<file path="config.mk">
export PLATFORM = sky130hd
export DESIGN_NAME = mmio_io_responder
export DESIGN_NICKNAME = d
export VERILOG_FILES = /design/src/rtl/mmio_io_responder_pkg.sv /design/src/rtl/mmio_io_responder.sv
export SDC_FILE = /design/constraint.sdc
export NUM_CORES = 1
export LEC_CHECK = 0
export CORE_MARGIN = 2
export CORE_UTILIZATION = 40
export DETAILED_ROUTE_END_ITERATION = 12
export PLACE_DENSITY = 0.69
export SYNTH_ARGS = -nofsm -noshare
export SYNTH_HDL_FRONTEND = slang
export SYNTH_SLANG_ARGS = --single-unit
</file>
<file path="constraint.sdc">
create_clock -name CLK -period 2.25 [get_ports CLK]
set_clock_uncertainty 0.1 [all_clocks]
set_input_delay 0.45 -clock CLK [delete_from_list [all_inputs] [get_ports CLK]]
set_output_delay 0.45 -clock CLK [all_outputs]
set_load 0.05 [all_outputs]
</file>
<file path="src/rtl/mmio_io_responder_pkg.sv">
// Shared address map and status bit positions for the MMIO responder.
// Used by the responder, the data-memory read mux and program images.
// Constants only; no timing or flow-control content.
package mmio_io_responder_pkg;

    localparam logic [7:0] IN_ADDR   = 8'hF9;
    localparam logic [7:0] STAT_ADDR = 8'hFA;
    localparam logic [7:0] CNT_ADDR  = 8'hFB;
    localparam logic [7:0] RES_BASE  = 8'hFD;

    localparam int STAT_FULL = 0;
    localparam int STAT_OVR  = 1;

    typedef enum logic {
        IN_EMPTY = 1'b0,
        IN_FULL  = 1'b1
    } in_state_t;

    typedef enum logic {
        OUT_IDLE = 1'b0,
        OUT_PEND = 1'b1
    } out_state_t;

    function automatic logic addr_hit(input logic [7:0] a);
        return (a == IN_ADDR) || (a == STAT_ADDR) || (a == CNT_ADDR) ||
               (a == RES_BASE) || (a == RES_BASE + 8'd1) || (a == RES_BASE + 8'd2);
    endfunction

endpackage

</file>
<file path="src/rtl/mmio_io_responder.sv">
// MMIO responder: latches external samples for the CPU, hands CPU-written results to the display side.
// Latency: register updates visible one cycle after the triggering edge; RDATA/HIT are combinational.
// Backpressure: SAMPLE_READY low while a sample is unread; result overwrite while pending sets sticky overrun.
module mmio_io_responder
    import mmio_io_responder_pkg::*;
(
    input  logic       CLK,
    input  logic       RESET,
    input  logic [7:0] ADDR,
    input  logic       WE,
    input  logic       RE,
    input  logic [7:0] WDATA,
    output logic [7:0] RDATA,
    output logic       HIT,
    input  logic [7:0] SAMPLE_IN,
    input  logic       SAMPLE_VALID,
    output logic       SAMPLE_READY,
    output logic [7:0] RES_A,
    output logic [7:0] RES_B,
    output logic [7:0] RES_C,
    output logic       RES_VALID,
    input  logic       RES_ACK
);

    in_state_t  in_state,  in_state_nxt;
    out_state_t out_state, out_state_nxt;
    logic [7:0] in_reg,     in_reg_nxt;
    logic [7:0] sample_cnt, sample_cnt_nxt;
    logic [7:0] res_a,      res_a_nxt;
    logic [7:0] res_b,      res_b_nxt;
    logic [7:0] res_c,      res_c_nxt;
    logic       overrun,    overrun_nxt;

    logic in_full;
    logic rd_in;
    logic wr_a;
    logic wr_b;
    logic wr_c;
    logic wr_stat;
    logic ovr_set;

    assign in_full = (in_state == IN_FULL);
    assign rd_in   = RE && (ADDR == IN_ADDR);
    assign wr_a    = WE && (ADDR == RES_BASE);
    assign wr_b    = WE && (ADDR == RES_BASE + 8'd1);
    assign wr_c    = WE && (ADDR == RES_BASE + 8'd2);
    assign wr_stat = WE && (ADDR == STAT_ADDR);

    assign SAMPLE_READY = !in_full && !RESET;
    assign RES_A        = res_a;
    assign RES_B        = res_b;
    assign RES_C        = res_c;
    assign RES_VALID    = (out_state == OUT_PEND);
    assign HIT          = addr_hit(ADDR);

    // Input path: accept one sample when empty, release it when the CPU reads the data register.
    always_comb begin
        in_state_nxt   = in_state;
        in_reg_nxt     = in_reg;
        sample_cnt_nxt = sample_cnt;
        case (in_state)
            IN_EMPTY: begin
                if (SAMPLE_VALID && SAMPLE_READY) begin
                    in_state_nxt   = IN_FULL;
                    in_reg_nxt     = SAMPLE_IN;
                    sample_cnt_nxt = sample_cnt + 8'd1;
                end
            end
            IN_FULL: begin
                if (rd_in) begin
                    in_state_nxt = IN_EMPTY;
                end
            end
            default: in_state_nxt = IN_EMPTY;
        endcase
    end

    // Output path: commit byte raises RES_VALID; overwriting an unacked result flags overrun.
    always_comb begin
        out_state_nxt = out_state;
        res_a_nxt     = wr_a ? WDATA : res_a;
        res_b_nxt     = wr_b ? WDATA : res_b;
        res_c_nxt     = wr_c ? WDATA : res_c;
        ovr_set       = 1'b0;
        case (out_state)
            OUT_IDLE: begin
                if (wr_c) begin
                    out_state_nxt = OUT_PEND;
                end
            end
            OUT_PEND: begin
                if (wr_c) begin
                    // A commit in the ack cycle replaces the consumed set cleanly.
                    ovr_set = !RES_ACK;
                end else if (RES_ACK) begin
                    out_state_nxt = OUT_IDLE;
                end
            end
            default: out_state_nxt = OUT_IDLE;
        endcase
        overrun_nxt = overrun;
        if (wr_stat && WDATA[STAT_OVR]) begin
            overrun_nxt = 1'b0;
        end
        if (ovr_set) begin
            overrun_nxt = 1'b1;
        end
    end

    // State and data registers with synchronous reset.
    always_ff @(posedge CLK) begin
        if (RESET) begin
            in_state   <= IN_EMPTY;
            out_state  <= OUT_IDLE;
            in_reg     <= 8'h00;
            sample_cnt <= 8'h00;
            res_a      <= 8'h00;
            res_b      <= 8'h00;
            res_c      <= 8'h00;
            overrun    <= 1'b0;
        end else begin
            in_state   <= in_state_nxt;
            out_state  <= out_state_nxt;
            in_reg     <= in_reg_nxt;
            sample_cnt <= sample_cnt_nxt;
            res_a      <= res_a_nxt;
            res_b      <= res_b_nxt;
            res_c      <= res_c_nxt;
            overrun    <= overrun_nxt;
        end
    end

    // Read mux for the CPU load path.
    always_comb begin
        RDATA = 8'h00;
        if (ADDR == IN_ADDR) begin
            RDATA = in_reg;
        end else if (ADDR == STAT_ADDR) begin
            RDATA = {6'b0, overrun, in_full};
        end else if (ADDR == CNT_ADDR) begin
            RDATA = sample_cnt;
        end else if (ADDR == RES_BASE) begin
            RDATA = res_a;
        end else if (ADDR == RES_BASE + 8'd1) begin
            RDATA = res_b;
        end else if (ADDR == RES_BASE + 8'd2) begin
            RDATA = res_c;
        end
    end

endmodule

</file>
---- Yosys cells after proc, flatten, opt, wreduce, memory -nomap -nowiden ----
Index checks and enable logic that the tools add are counted.
operators by class
  $mul .................................... 0
  bitwise operators ....................... 2
  order comparisons ....................... 0
  reduce and logical (&&, ||, !) cells .... 18
  divide/modulo/power cells ............... 0
  add/subtract/negate cells ............... 1
  equal/unequal tests ..................... 6
  shift operators ......................... 0
  muxes and demuxes ....................... 17
operators by type and width
  operator                                     count
  == test 8 bit, second input constant         6
  two-way mux 8 bit                            6
  two-way mux 1 bit                            9
  adder 8 x 1 -> 8 bit, second input constant  1
  logical AND 1 bit                            8
  logical OR 1 bit                             5
  one-hot mux 1 bit (2 select lines)           2
  logical NOT 1 bit                            3
  NOT 1 bit                                    2
  AND reduction 2 bit                          1
  nonzero test 2 bit                           1
storage, ports and cells
  bits in latches ......................... 0
  ROM bits ................................ 0
  register bits ........................... 43
  memories kept ........................... 0
  bits of input ports ..................... 30
  memory bits (writable) .................. 0
  logic and storage cells ................. 52
  output and inout bits ................... 35

---- Longest topological paths before layout ----
  depth in word-level cells ............... 7
  gate-level depth with buffers ........... 6
  gate-level depth less buffers ........... 4

---- Least setup slack after synthesis ----
Ideal clock, no wire load.
  kind .................................... input to output
  start ................................... input ADDR[7]
  end ..................................... output RDATA[3]
  cell stages on the path ................. 6
  setup slack ............................. -611 ps
  buffers on the path ..................... 2
  data arrival time ....................... 2311 ps
  required time ........................... 1700 ps
  cells stage by stage .................... and4_1 > buf_4 > and2_1 > buf_4 > o21ai_1 > o31ai_1
on the way
  word-level cells in the longest chain between the ends .. 7
  elaborated cells on any way between the ends .. 12
RTL lines
  item                 line                      RTL
  start, declared      mmio_io_responder.sv:9    input logic [7:0] ADDR,
  == test 8 bit        mmio_io_responder.sv:146  end else if (ADDR == RES_BASE + 8'd2) begin
  two-way mux 8 bit    mmio_io_responder.sv:146
  two-way mux 8 bit    mmio_io_responder.sv:144  end else if (ADDR == RES_BASE + 8'd1) begin
  two-way mux 8 bit    mmio_io_responder.sv:142  end else if (ADDR == RES_BASE) begin
  two-way mux 8 bit    mmio_io_responder.sv:140  end else if (ADDR == CNT_ADDR) begin
  two-way mux 8 bit    mmio_io_responder.sv:138  end else if (ADDR == STAT_ADDR) begin
  two-way mux 8 bit *  mmio_io_responder.sv:136  if (ADDR == IN_ADDR) begin
  end, declared        mmio_io_responder.sv:13   output logic [7:0] RDATA,
Mark *: on every way between the ends. The rest lies on a longest branch, timed or not.

---- Worst setup path in the final report ----
  start ................................... input ADDR[1]
  end ..................................... output RDATA[1]
Same word-level chain as after synthesis.

==> reports/qor.json <==
{
  "netlist_top_cells_count": {"value": "43 x sky130_fd_sc_hd__dfxtp_1, 33 x sky130_fd_sc_hd__nor2_1, 26 x sky130_fd_sc_hd__nand2_1"},
  "remaining_drc_errors": {"value": 0},
  "setup_total_negative_slack": {"value": 0, "unit": "ns"},
  "synth_most_common_cell": {"value": "sky130_fd_sc_hd__dfxtp_1"},
  "grt_pass1_wl": {"value": 9.87, "unit": "mm"},
  "cp-end-kind": {"value": "output port"},
  "fin_nets": {"value": 379},
  "hpwlAfterDp": {"value": 4.46, "unit": "mm"},
  "synth_area_in_adders": {"value": 0.556, "unit": "%"},
  "total_die_area": {"value": 0.00624, "unit": "mm^2"},
  "critical_path_peak_fanout": {"value": 8},
  "io_pins": {"value": 65},
  "synth_xor_xnor_area_share": {"value": 2.73, "unit": "%"},
  "routabilityCongestion": {"value": 0.870},
  "cts_tree": {"value": "yes"},
  "initial_core_util": {"value": 41.1, "unit": "%"},
  "synthDominantCellAreaShare": {"value": 38.3, "unit": "%"},
  "hold_fix_buffers_at_cts": {"value": 0},
  "slew_headroom": {"value": 66.5, "unit": "%"},
  "die_width": {"value": 79.0, "unit": "um"},
  "syn-mean-instance-area": {"value": 8.61, "unit": "um^2"},
  "synth_top_family_by_area": {"value": "simple AND/OR/NAND/NOR gates"},
  "clk_latency": {"value": 0.29, "unit": "ns"},
  "wire_per_inst": {"value": 14.2, "unit": "um"},
  "first_iter_violations": {"value": 59},
  "p_sw_share": {"value": 26.3, "unit": "%"},
  "totalWireLength": {"value": 5.98, "unit": "mm"},
  "slew_violations": {"value": 0},
  "maximum_vdd_drop": {"value": 275, "unit": "uV"},
  "tritoncts.num_buffers": {"value": 5},
  "worstSetupStartpointType": {"value": "input port"},
  "worst_r2r_startpoint": {"value": "in_full"},
  "min_path_type": {"value": "reg -> reg"},
  "finalHoldViolCount": {"value": 0},
  "final_core_util": {"value": 62.2, "unit": "%"},
  "coreArea": {"value": 0.00547, "unit": "mm^2"},
  "drv.max_cap_violation_count": {"value": 0},
  "synth_compound_gate_area_share": {"value": 11.9, "unit": "%"},
  "yosys_warnings": {"value": 0},
  "clock_path_buffers": {"value": 2},
  "syn-instance-count": {"value": 261},
  "setup_ws": {"value": 0.0651, "unit": "ns"},
  "critical_path_required": {"value": 1.70, "unit": "ns"},
  "total_switching_power": {"value": 395, "unit": "uW"},
  "io_buffers": {"value": 64},
  "via_count": {"value": 2133},
  "setup_viol": {"value": 0},
  "flow.area_growth_from_synthesis": {"value": 51.4, "unit": "%"},
  "cts_max_level": {"value": 2},
  "layout_min_cycle_time": {"value": 2.18, "unit": "ns"},
  "power_per_cell_area": {"value": 442, "unit": "mW/mm^2"},
  "viasPerCell": {"value": 5.07},
  "yosys_register_bits": {"value": 43},
  "synth_mux_area_share": {"value": 11.1, "unit": "%"},
  "grt_max_degree": {"value": 43},
  "cell_internal_pwr": {"value": 1.11, "unit": "mW"},
  "max_freq": {"value": 458, "unit": "MHz"},
  "leading_post_synthesis_cells_by_cell_area": {"value": "sky130_fd_sc_hd__dfxtp_1 38%, sky130_fd_sc_hd__mux2i_1 11%, sky130_fd_sc_hd__nor2_1 5.5%"},
  "drt_pass1_iterations": {"value": 4},
  "synthFlopType": {"value": "sky130_fd_sc_hd__dfxtp_1"},
  "ant_nets": {"value": 0},
  "row_count": {"value": 27},
  "synth-simple-area-share": {"value": 29.5, "unit": "%"},
  "post_synth_num_cell_types": {"value": 42},
  "placed_cell_area": {"value": 0.00324, "unit": "mm^2"},
  "clock_sinks": {"value": 43},
  "period_share": {"value": 97.1, "unit": "%"},
  "yosys.area.top_type": {"value": "sky130_fd_sc_hd__dfxtp_1"},
  "timing.setup.critical_path_class": {"value": "in -> out"},
  "run_status": {"value": "complete, no violations"},
  "die_h": {"value": 79.0, "unit": "um"},
  "cts_root_buf": {"value": "sky130_fd_sc_hd__clkbuf_8"},
  "clkTransAtPathRegs": {"value": 0.08, "unit": "ns"},
  "number_of_enable_type_register_cells_in_the_synthesized_netlist": {"value": 0},
  "grt_pass1_vias": {"value": 1980},
  "grtUsageTotal": {"value": 20.2, "unit": "%"},
  "netlist_area": {"value": 0.00225, "unit": "mm^2"},
  "wp_data_arrival": {"value": 1.63, "unit": "ns"},
  "synth.net_count": {"value": 292},
  "fin_hold_ws": {"value": 0.381, "unit": "ns"},
  "leakage_power": {"value": 1.41, "unit": "nW"},
  "postLayoutCellArea": {"value": 0.00340, "unit": "mm^2"},
  "synthArstFlopShare": {"value": 0, "unit": "%"},
  "num_antenna_cells": {"value": 0},
  "yosysSeqAreaShare": {"value": 38.3, "unit": "%"},
  "seqPwrFrac": {"value": 52.3, "unit": "%"},
  "rsz0062_at_grt": {"value": "false"},
  "worst_pin_slew": {"value": 0.501, "unit": "ns"},
  "grt_overflow": {"value": 0},
  "timing.critical_path.from": {"value": "ADDR[1]"},
  "clkPwrFrac": {"value": 32.8, "unit": "%"},
  "grt_antenna_before_repair": {"value": 0},
  "hold_start": {"value": "in_reg[0]"},
  "final_layout_size_suffix_gt1_share": {"value": 22.6, "unit": "%"},
  "dp_slack": {"value": -0.470, "unit": "ns"},
  "power_frac_comb": {"value": 14.9, "unit": "%"}
}
## cell usage in the layout, fill, tap and decap left out, drive strengths merged, types with 2 or more instances in the layout
cell type	synthesis	final
o211ai	5	5
clkbuf	6	5
inv	2	2
o31ai	2	2
a22o	2	2
o2111ai	5	5
o21ai	13	13
nand3b	4	4
and2	3	3
dfxtp	43	43
mux2i	25	25
and4	2	2
buf	15	50
dlygate4sd2	0	5
nor2b	7	7
and3	3	3
nand2	26	26
xor2	6	6
and2b	2	2
a21oi	7	7
clkdlybuf4s50	0	46
nand2b	13	13
nand3	15	15
clkinvlp	0	2
nand4b	5	5
nor2	33	33
nand4	6	6
## kinds of logic after synthesis
kind of cell / after synthesis
AO/OA/AOI/OAI: 40
XOR/XNOR: 7
adder cells (fa/ha/maj): 1
buffers and inverters: 23
flip-flops: 43
multiplexers: 25
AND/OR/NAND/NOR: 122
## per-layer routing
layer | vias to the layer above | wire [um] | track usage [%]
li1 | 1083 | - | -
met1 | 994 | 3010 | 27.9
met2 | 52 | 2660 | 31.2
met3 | 4 | 262 | 5.00
met4 | 0 | 51 | 5.86
met5 | - | 0 | 0
## metrics by stage
stage	total power [mW]	cells
5_1_grt	1.57	421
3_3_place_gp	1.02	411
3_5_place_dp	1.02	411
2_1_floorplan	0.909	261
6_report	1.50	421
4_1_cts	1.52	421
## worst paths after layout
| kind | end | slack [ns] | depth (start not counted) |
|---|---|---|---|
| worst max-delay path | RDATA[1] | 0.07 | 8 |
| worst min-delay path | in_reg[0] | 0.38 | 2 |
| worst max register to register | sample_cnt[1] | 0.88 | 3 |
| worst min register to register | in_reg[0] | 0.38 | 2 |
## critical path, cell delays in order
cell and delay [ns]:
sky130_fd_sc_hd__buf_2 0.15, sky130_fd_sc_hd__buf_4 0.15, sky130_fd_sc_hd__and2b_1 0.16, sky130_fd_sc_hd__buf_4 0.15, sky130_fd_sc_hd__a22o_1 0.17, sky130_fd_sc_hd__mux2i_1 0.17, sky130_fd_sc_hd__a21oi_2 0.08, sky130_fd_sc_hd__buf_6 0.16
## power groups by stage
stage / sequential (mW) / clock (mW) / combinational, mW
floorplan: 0.802 / 0 / 0.107
global placement: 0.804 / 0 / 0.217
detailed placement: 0.804 / 0 / 0.218
CTS: 0.786 / 0.509 / 0.224
global route: 0.788 / 0.544 / 0.243
finish: 0.786 / 0.494 / 0.224
## layout make-up
type / instances / area (um^2)
Tap cell: 72 / 90.1
Clock inverter: 3 / 20.0
Inverter: 2 / 7.51
Multi-Input combinational cell: 195 / 1340
Fill cell: 465 / 2070
Timing Repair Buffer: 101 / 1020
Clock buffer: 5 / 68.8
Sequential cell: 43 / 861
## what timing repair did
action,in CTS,in global routing
resized for setup,36,2
endpoints found under the hold margin,0,0
endpoints found under the setup margin,9,4
pin swaps,9,2
setup buffers,3,0
No activity file was read; power rests on OpenSTA's default activity.
